$ cat src/rtl/frame_generator_pkg.sv
// rtl/frame_generator_pkg.sv - register map, reset values and FSM state type for the frame generator
package frame_generator_pkg;

    localparam logic [7:0] ADDR_CTRL    = 8'd0;
    localparam logic [7:0] ADDR_LEN_LO  = 8'd1;
    localparam logic [7:0] ADDR_LEN_HI  = 8'd2;
    localparam logic [7:0] ADDR_GAP     = 8'd3;
    localparam logic [7:0] ADDR_COUNT   = 8'd4;
    localparam logic [7:0] ADDR_SEED_LO = 8'd5;
    localparam logic [7:0] ADDR_SEED_HI = 8'd6;
    localparam logic [7:0] ADDR_STATUS  = 8'd7;
    localparam logic [7:0] ADDR_CSUM0   = 8'd8;
    localparam logic [7:0] ADDR_CSUM1   = 8'd9;
    localparam logic [7:0] ADDR_CSUM2   = 8'd10;
    localparam logic [7:0] ADDR_CSUM3   = 8'd11;
    localparam logic [7:0] ADDR_SENT    = 8'd12;

    localparam int CTRL_START_BIT = 0;
    localparam int CTRL_ABORT_BIT = 1;

    localparam logic [15:0] LEN_RESET   = 16'h0040;
    localparam logic [7:0]  GAP_RESET   = 8'h00;
    localparam logic [7:0]  COUNT_RESET = 8'h01;
    localparam logic [15:0] SEED_RESET  = 16'h0000;

    localparam int STUBBING_FUNCTIONAL  = 0;
    localparam int STUBBING_PASSTHROUGH = 1;

    typedef enum logic [1:0] {
        FG_IDLE,
        FG_SEND,
        FG_GAP
    } fg_state_t;

    typedef struct packed {
        logic [15:0] len;
        logic [7:0]  gap;
        logic [7:0]  count;
        logic [15:0] seed;
    } fg_cfg_t;

    function automatic logic [7:0] csum_byte(input logic [31:0] csum, input logic [1:0] idx);
        return csum[{idx, 3'b000} +: 8];
    endfunction

endpackage

$ cat src/rtl/frame_generator_if.sv
// rtl/frame_generator_if.sv - register bus and egress stream bundle for the frame generator
interface frame_generator_if;
    logic [7:0]  writedata;
    logic        write;
    logic        chipselect;
    logic [7:0]  address;
    logic        read;
    logic [7:0]  readdata;
    logic [15:0] egress_port_tdata;
    logic        egress_port_tvalid;
    logic        egress_port_tready;
    logic        egress_port_tlast;

    modport master (
        input  writedata, write, chipselect, address, read, egress_port_tready,
        output readdata, egress_port_tdata, egress_port_tvalid, egress_port_tlast
    );

    modport slave (
        output writedata, write, chipselect, address, read, egress_port_tready,
        input  readdata, egress_port_tdata, egress_port_tvalid, egress_port_tlast
    );
endinterface

$ cat src/rtl/frame_generator_csr.sv
// rtl/frame_generator_csr.sv - configuration/status register file with START/ABORT strobes
module frame_generator_csr
    import frame_generator_pkg::*;
(
    input  logic        clk,
    input  logic        reset,
    input  logic        i_chipselect,
    input  logic        i_write,
    input  logic        i_read,
    input  logic [7:0]  i_address,
    input  logic [7:0]  i_writedata,
    output logic [7:0]  o_readdata,
    input  logic        i_busy,
    input  logic        i_done,
    input  logic [31:0] i_checksum,
    input  logic [7:0]  i_sent,
    output fg_cfg_t     o_cfg,
    output logic        o_start,
    output logic        o_abort
);

    fg_cfg_t    r_cfg;
    logic [7:0] r_readdata;
    logic [7:0] w_rdata;
    logic       w_wr;
    logic       w_rd;

    assign w_wr = i_chipselect & i_write;
    assign w_rd = i_chipselect & i_read;

    // Strobes are combinational so the FSM reacts on the same edge that samples the write.
    assign o_start = w_wr && (i_address == ADDR_CTRL) && i_writedata[CTRL_START_BIT];
    assign o_abort = w_wr && (i_address == ADDR_CTRL) && i_writedata[CTRL_ABORT_BIT];

    always_comb begin
        w_rdata = 8'h00;
        case (i_address)
            ADDR_LEN_LO:  w_rdata = r_cfg.len[7:0];
            ADDR_LEN_HI:  w_rdata = r_cfg.len[15:8];
            ADDR_GAP:     w_rdata = r_cfg.gap;
            ADDR_COUNT:   w_rdata = r_cfg.count;
            ADDR_SEED_LO: w_rdata = r_cfg.seed[7:0];
            ADDR_SEED_HI: w_rdata = r_cfg.seed[15:8];
            ADDR_STATUS:  w_rdata = {6'b0, i_done, i_busy};
            ADDR_CSUM0:   w_rdata = csum_byte(i_checksum, 2'd0);
            ADDR_CSUM1:   w_rdata = csum_byte(i_checksum, 2'd1);
            ADDR_CSUM2:   w_rdata = csum_byte(i_checksum, 2'd2);
            ADDR_CSUM3:   w_rdata = csum_byte(i_checksum, 2'd3);
            ADDR_SENT:    w_rdata = i_sent;
            default:      w_rdata = 8'h00;
        endcase
    end

    always_ff @(posedge clk) begin
        if (reset) begin
            r_cfg.len   <= LEN_RESET;
            r_cfg.gap   <= GAP_RESET;
            r_cfg.count <= COUNT_RESET;
            r_cfg.seed  <= SEED_RESET;
            r_readdata  <= 8'h00;
        end else begin
            if (w_wr) begin
                case (i_address)
                    ADDR_LEN_LO:  r_cfg.len[7:0]   <= i_writedata;
                    ADDR_LEN_HI:  r_cfg.len[15:8]  <= i_writedata;
                    ADDR_GAP:     r_cfg.gap        <= i_writedata;
                    ADDR_COUNT:   r_cfg.count      <= i_writedata;
                    ADDR_SEED_LO: r_cfg.seed[7:0]  <= i_writedata;
                    ADDR_SEED_HI: r_cfg.seed[15:8] <= i_writedata;
                    default:      ;
                endcase
            end
            if (w_rd) begin
                r_readdata <= w_rdata;
            end
        end
    end

    assign o_cfg      = r_cfg;
    assign o_readdata = r_readdata;

endmodule

$ cat src/rtl/frame_generator.sv
// rtl/frame_generator.sv - programmable stream frame source with running payload checksum
module frame_generator
    import frame_generator_pkg::*;
#(
    parameter int STUBBING = STUBBING_FUNCTIONAL
) (
    input  logic               clk,
    input  logic               reset,
    frame_generator_if.master  bus
);

    fg_cfg_t     w_cfg;
    logic        w_start;
    logic        w_abort;
    logic        w_busy;
    logic        w_start_ok;
    logic        w_abort_req;
    logic        w_abort_any;
    logic        w_more;
    logic        w_beat;
    logic        w_tvalid_out;
    logic [15:0] w_len_m1;

    fg_state_t   r_state;
    fg_cfg_t     r_work;
    logic [15:0] r_word_cnt;
    logic [7:0]  r_gap_cnt;
    logic [15:0] r_tdata;
    logic        r_tvalid;
    logic        r_tlast;
    logic [31:0] r_checksum;
    logic [7:0]  r_sent;
    logic        r_done;
    logic        r_abort_pend;

    frame_generator_csr u_csr (
        .clk          (clk),
        .reset        (reset),
        .i_chipselect (bus.chipselect),
        .i_write      (bus.write),
        .i_read       (bus.read),
        .i_address    (bus.address),
        .i_writedata  (bus.writedata),
        .o_readdata   (bus.readdata),
        .i_busy       (w_busy),
        .i_done       (r_done),
        .i_checksum   (r_checksum),
        .i_sent       (r_sent),
        .o_cfg        (w_cfg),
        .o_start      (w_start),
        .o_abort      (w_abort)
    );

    assign w_busy       = (r_state != FG_IDLE);
    assign w_start_ok   = w_start && !w_busy && (w_cfg.len != 16'd0);
    // A write carrying both START and ABORT is treated as a plain START.
    assign w_abort_req  = w_abort && !w_start;
    assign w_abort_any  = r_abort_pend || w_abort_req;
    assign w_more       = (r_work.count == 8'd0) || ((r_sent + 8'd1) != r_work.count);
    assign w_len_m1     = r_work.len - 16'd1;
    assign w_tvalid_out = (STUBBING == STUBBING_PASSTHROUGH) ? 1'b0 : r_tvalid;
    assign w_beat       = (r_state == FG_SEND) && w_tvalid_out && bus.egress_port_tready;

    always_ff @(posedge clk) begin
        if (reset) begin
            r_state      <= FG_IDLE;
            r_work       <= '0;
            r_word_cnt   <= 16'd0;
            r_gap_cnt    <= 8'd0;
            r_tdata      <= 16'd0;
            r_tvalid     <= 1'b0;
            r_tlast      <= 1'b0;
            r_checksum   <= 32'd0;
            r_sent       <= 8'd0;
            r_done       <= 1'b0;
            r_abort_pend <= 1'b0;
        end else begin
            case (r_state)
                FG_IDLE: begin
                    if (w_start_ok) begin
                        r_state      <= FG_SEND;
                        r_work       <= w_cfg;
                        r_word_cnt   <= 16'd0;
                        r_tdata      <= w_cfg.seed;
                        r_tvalid     <= 1'b1;
                        r_tlast      <= (w_cfg.len == 16'd1);
                        r_checksum   <= 32'd0;
                        r_sent       <= 8'd0;
                        r_done       <= 1'b0;
                        r_abort_pend <= 1'b0;
                    end
                end
                FG_SEND: begin
                    if (w_abort_req) begin
                        r_abort_pend <= 1'b1;
                    end
                    if (w_beat) begin
                        r_checksum <= r_checksum + {16'd0, r_tdata};
                        r_tdata    <= r_tdata + 16'd1;
                        if (r_tlast) begin
                            r_sent     <= r_sent + 8'd1;
                            r_word_cnt <= 16'd0;
                            r_tlast    <= (r_work.len == 16'd1);
                            if (!w_more || w_abort_any) begin
                                r_state      <= FG_IDLE;
                                r_tvalid     <= 1'b0;
                                r_tlast      <= 1'b0;
                                r_done       <= 1'b1;
                                r_abort_pend <= 1'b0;
                            end else if (r_work.gap != 8'd0) begin
                                r_state   <= FG_GAP;
                                r_tvalid  <= 1'b0;
                                r_gap_cnt <= r_work.gap - 8'd1;
                            end
                        end else begin
                            r_word_cnt <= r_word_cnt + 16'd1;
                            r_tlast    <= ((r_word_cnt + 16'd1) == w_len_m1);
                        end
                    end
                end
                FG_GAP: begin
                    if (w_abort_any) begin
                        r_state      <= FG_IDLE;
                        r_done       <= 1'b1;
                        r_abort_pend <= 1'b0;
                    end else if (r_gap_cnt == 8'd0) begin
                        r_state  <= FG_SEND;
                        r_tvalid <= 1'b1;
                    end else begin
                        r_gap_cnt <= r_gap_cnt - 8'd1;
                    end
                end
                default: begin
                    r_state  <= FG_IDLE;
                    r_tvalid <= 1'b0;
                    r_tlast  <= 1'b0;
                end
            endcase
        end
    end

    assign bus.egress_port_tdata  = r_tdata;
    assign bus.egress_port_tvalid = w_tvalid_out;
    assign bus.egress_port_tlast  = r_tlast;

endmodule
$ cat src/flat_wrapper.sv
// flat-port wrapper written by rule: the top's interface ports become plain ports
module frame_generator_flat import frame_generator_pkg::*;
#(
    parameter int STUBBING = STUBBING_FUNCTIONAL
)
  (clk, reset, bus_writedata, bus_write, bus_chipselect, bus_address, bus_read, bus_egress_port_tready, bus_readdata, bus_egress_port_tdata, bus_egress_port_tvalid, bus_egress_port_tlast);
  frame_generator_if bus_i ();
  input  logic clk;
  input  logic reset;
  input wire logic [$bits(bus_i.writedata)-1:0] bus_writedata;
  input wire logic [$bits(bus_i.write)-1:0] bus_write;
  input wire logic [$bits(bus_i.chipselect)-1:0] bus_chipselect;
  input wire logic [$bits(bus_i.address)-1:0] bus_address;
  input wire logic [$bits(bus_i.read)-1:0] bus_read;
  input wire logic [$bits(bus_i.egress_port_tready)-1:0] bus_egress_port_tready;
  output wire logic [$bits(bus_i.readdata)-1:0] bus_readdata;
  output wire logic [$bits(bus_i.egress_port_tdata)-1:0] bus_egress_port_tdata;
  output wire logic [$bits(bus_i.egress_port_tvalid)-1:0] bus_egress_port_tvalid;
  output wire logic [$bits(bus_i.egress_port_tlast)-1:0] bus_egress_port_tlast;
  assign bus_i.writedata = bus_writedata;
  assign bus_i.write = bus_write;
  assign bus_i.chipselect = bus_chipselect;
  assign bus_i.address = bus_address;
  assign bus_i.read = bus_read;
  assign bus_i.egress_port_tready = bus_egress_port_tready;
  assign bus_readdata = bus_i.readdata;
  assign bus_egress_port_tdata = bus_i.egress_port_tdata;
  assign bus_egress_port_tvalid = bus_i.egress_port_tvalid;
  assign bus_egress_port_tlast = bus_i.egress_port_tlast;
  frame_generator #(.STUBBING(STUBBING)) u_core (.clk(clk), .reset(reset), .bus(bus_i));
endmodule
$ cat config.mk
export PLATFORM = sky130hd
export DESIGN_NAME = frame_generator_flat
export DESIGN_NICKNAME = d
export VERILOG_FILES = /design/src/rtl/frame_generator_pkg.sv /design/src/rtl/frame_generator_if.sv /design/src/rtl/frame_generator_csr.sv /design/src/rtl/frame_generator.sv /design/src/flat_wrapper.sv
export SDC_FILE = /design/constraint.sdc
export NUM_CORES = 1
export LEC_CHECK = 0
export ABC_AREA = 0
export CAP_MARGIN = 20
export CORE_MARGIN = 3
export CORE_UTILIZATION = 55
export DETAILED_ROUTE_END_ITERATION = 10
export MAX_ROUTING_LAYER = met4
export PLACE_DENSITY_LB_ADDON = 0.25
export SLEW_MARGIN = 25
export SYNTH_ARGS = -nofsm -noshare
export SYNTH_HDL_FRONTEND = slang
export SYNTH_SLANG_ARGS = --single-unit
$ cat constraint.sdc
create_clock -name clk -period 2.5 [get_ports clk]
set_input_delay 0.5 -clock clk [delete_from_list [all_inputs] [get_ports clk]]
set_output_delay 0.5 -clock clk [all_outputs]
set_load 0.005 [all_outputs]
==> results.py <==
metrics = {
    "critical_path": {
        "worst-setup-path-type": "reg -> reg",
        "cp-end-kind": "register",
        "startpoint_type": "register",
        "crit_fanout": 8,
        "rr_worst_depth": 7,
        "arrival_ns": 2.82,
        "crit_required_ns": 2.86,
    },
    "clock_network": {
        "cts_buffers": 17,
        "cts-root-to-sink-buffers": 2,
        "cts_hold_buf": 0,
        "htree_levels": 4,
        "cts_sinks": 174,
        "cts.clk_slew.worst_paths_ns": 0.08,
        "root_buffer": "clkbuf_16",
        "cts_tree": "done",
        "insertion_delay_ns": 0.45,
    },
    "cells_and_area": {
        "drive_above_1_share_pct": 21.83,
        "fillCellCount": 1303,
        "syn2layout_area_growth_pct": 27.62,
        "nets": 1410,
        "final_cell_count_no_fill": 1599,
        "n_antenna_cell": 0,
        "stdcell_area_mm2": 0.01283,
    },
    "synth": {
        "netlist_area_mm2": 0.01006,
        "async_flop_share_pct": 0,
        "synthFlopType": "dfxtp_1",
        "ys_seq_elements": 174,
        "ys_seq_area_share_pct": 34.64,
        "synth_cell_types": 76,
        "yosys_warnings": 0,
        "yosys-top-cells-area": "dfxtp_1 (35%), mux2i_1 (7.3%), nand2_1 (5.3%)",
        "postSynthCellCount": 1203,
        "synth_area_leader_cell": "dfxtp_1",
        "syn_area_per_cell_um2": 8.360,
        "synth.top_cell.area_share_pct": 34.64,
        "synth_edf_count": 0,
        "syn-num-nets": 1252,
    },
    "routing": {
        "wirelength_mm": 32.21,
        "ant_nets": 0,
        "viasPerCell": 6.459,
        "remaining_drc_errors": 0,
        "dr.pass1.iters": 6,
        "drt_iter0_drc": 1145,
        "vias": 10330,
        "wl_per_cell_um": 20.14,
    },
    "sta": {
        "fin_worst_skew_ns": 0.01453,
        "max_freq_mhz": 406.3,
        "rsz0062_at_grt": "yes",
        "drv_slew": 0,
        "fin_ws_ns": 0.03858,
        "relSlewSlack_pct": 52.65,
        "finalHoldViolations": 0,
        "tightestPinTransition_ns": 0.7102,
        "setup_violations": 0,
        "min_period_over_period_pct": 98.46,
        "period_needed_ns": 2.461,
    },
    "hold_path": {
        "holdPathStages": 2,
        "hp-class": "reg -> reg",
    },
    "floorplanning": {
        "core_area_mm2": 0.01760,
        "row_count": 48,
        "die_width_um": 141.2,
        "dieArea_mm2": 0.01994,
        "pin_count": 48,
        "start_util_pct": 57.15,
        "die_h_um": 141.2,
    },
    "global_routing": {
        "grt_max_degree": 156,
        "antenna_found_initial": 0,
        "grt_overflow": 0,
        "track_usage_pct": 32.35,
        "grt_pass1_wl_mm": 50.27,
        "grt_pass1_vias": 9766,
    },
    "power": {
        "pwr-share-clk_pct": 42.7,
        "power.leakage_nw": 4.998,
        "switchingPower_mw": 2.014,
        "power_density_mw_per_mm2": 512.7,
        "seq_power_share_pct": 44.3,
        "p_comb_share_pct": 13.0,
        "power.internal_mw": 4.567,
        "switching_share_pct": 30.60,
        "vdd_drop_max_uv": 476.8,
        "power_mw": 6.581,
    },
    "placed_design": {
        "dp.cells": 1559,
        "io_buffer_count": 47,
        "dpl_cell_area_mm2": 0.01181,
        "gp_congestion": 0.9467,
        "place_ws_ns": -0.6364,
        "dp_hpwl_mm": 22.32,
    },
    "flow_run": {
        "maxCapViolations": 0,
    },
    "run_status": {
        "status": "complete, no violations",
    },
}
-- cells in the mapped netlist (7+ instances only) --
master       n
dfxtp_1    174
nand2_1    142
nor2_1     118
a21oi_1     99
mux2i_1     73
clkbuf_1    57
xnor2_1     42
nand3_1     35
o21ai_0     33
ha_1        26
a22oi_1     23
and3_1      23
nor4_1      18
inv_1       17
nor3_1      17
xor2_1      17
a31oi_1     16
a311oi_1    14
or4_1       14
and2_1      13
o31ai_1     13
a21o_1      12
mux2_2      12
buf_2       11
a221oi_1    10
nand2b_1    10
nand4_1     10
o211ai_1     9
or3_1        9
a211oi_1     8
or2_2        8
a2bb2oi_1    7
and4_1       7
nor2b_1      7
o211a_1      7
-- area by class of cell --
class | count | area, um2 | share of cell area, %
Inverter | 18 | 70.07 | 0.5459
Clock buffer | 17 | 425.4 | 3.314
Sequential cell | 174 | 3505 | 27.31
Tap cell | 225 | 281.5 | 2.193
Timing Repair Buffer | 214 | 1837 | 14.31
Clock inverter | 15 | 205.2 | 1.599
Multi-Input combinational cell | 936 | 6511 | 50.73
-- layer usage --
metal	up-vias	global-route usage [%]	wire length, um	part of all wire (%)
li1	4763	-	-	-
met1	4912	42.57	13110	41
met2	554	49.03	14870	46
met3	99	6.038	3036	9.4
met4	0	13.41	1199	3.7
met5	-	-	0	0
-- kinds of logic (layout without fill, tap and decap cells) --
family,after synthesis,after routing,share of synthesized area (%)
flops,174,174,34.64
xor+xnor,62,62,5.810
mux,91,91,9.841
buf+inv,93,264,3.645
simple gates,454,454,22.10
compound gates,302,302,20.54
fa+ha+maj,27,27,3.434
-- through the flow --
| step | util [%] | setup TNS, ns | hold slack (ns) |
|---|---|---|---|
| 4_1_cts | 71.37 | -0.01148 | 0.4644 |
| 3_3_place_gp | 67.14 | -42.73 | 0.4509 |
| 3_5_place_dp | 67.14 | -48.19 | 0.4536 |
| 6_report | 72.94 | 0 | 0.4605 |
| 5_1_grt | 72.94 | -0.2581 | 0.4871 |
| 2_1_floorplan | - | 0 | 0.4404 |
-- sequential cells by signal, indices dropped and copies added (netlist names) --
signal                         flops
u_core.u_csr.o_cfg                48
u_core.r_checksum                 32
u_core.r_work                     32
u_core.bus.egress_port_tdata      16
u_core.r_word_cnt                 16
u_core.r_gap_cnt                   8
u_core.r_sent                      8
u_core.u_csr.o_readdata            8
u_core.r_state                     2
u_core.bus.egress_port_tlast       1
u_core.bus.egress_port_tvalid      1
u_core.r_abort_pend                1
u_core.r_done                      1
-- layout by cell type, fill, tap and decap left out, types with 11 or more instances in the layout --
cell type	instances
dfxtp_1	159
buf_4	153
nand2_1	141
nor2_1	117
a21oi_1	97
mux2i_1	72
xnor2_1	41
nand3_1	35
clkdlybuf4s50_1	35
o21ai_0	31
and3_1	23
a22oi_1	23
ha_1	21
clkbuf_16	17
a31oi_1	16
xor2_1	16
inv_1	14
nor3_1	14
a311oi_1	14
dfxtp_2	14
and2_1	13
mux2_2	12
nor4_1	11
a21o_1	11
o31ai_1	11
or4_1	11
-- what timing repair did --
item,CTS,global route
gates cloned,0,1
hold endpoints to repair,0,0
setup buffers,5,2
setup endpoints to repair,51,50
pin swaps,18,18
gates resized for setup,48,57
-- path summary, 6_finish.rpt --
check,slack (ns),from,to
min,0.46,u_core.u_csr.o_readdata[0],u_core.u_csr.o_readdata[0]
max reg2reg,0.04,u_core.r_sent[1],u_core.r_gap_cnt[1]
min reg2reg,0.46,u_core.u_csr.o_readdata[0],u_core.u_csr.o_readdata[0]
max,0.04,u_core.r_sent[1],u_core.r_gap_cnt[1]
-- critical path, stage by stage, from the launching register on --
cell	delay [ns]
dfxtp_1	0.42
nand2_1	0.13
or3_1	0.47
a2111oi_4	0.42
o2111ai_2	0.23
a21o_2	0.31
buf_4	0.16
a211oi_1	0.24
-- power groups by stage --
stage,sequential [mW],combinational [mW],clock [mW]
floorplan,2.95,0.463,0
global placement,2.97,0.773,0
detailed placement,2.97,0.790,0
CTS,2.91,0.803,2.82
global route,2.93,0.917,2.93
finish,2.92,0.854,2.81
No activity file was read; power rests on OpenSTA's default activity.
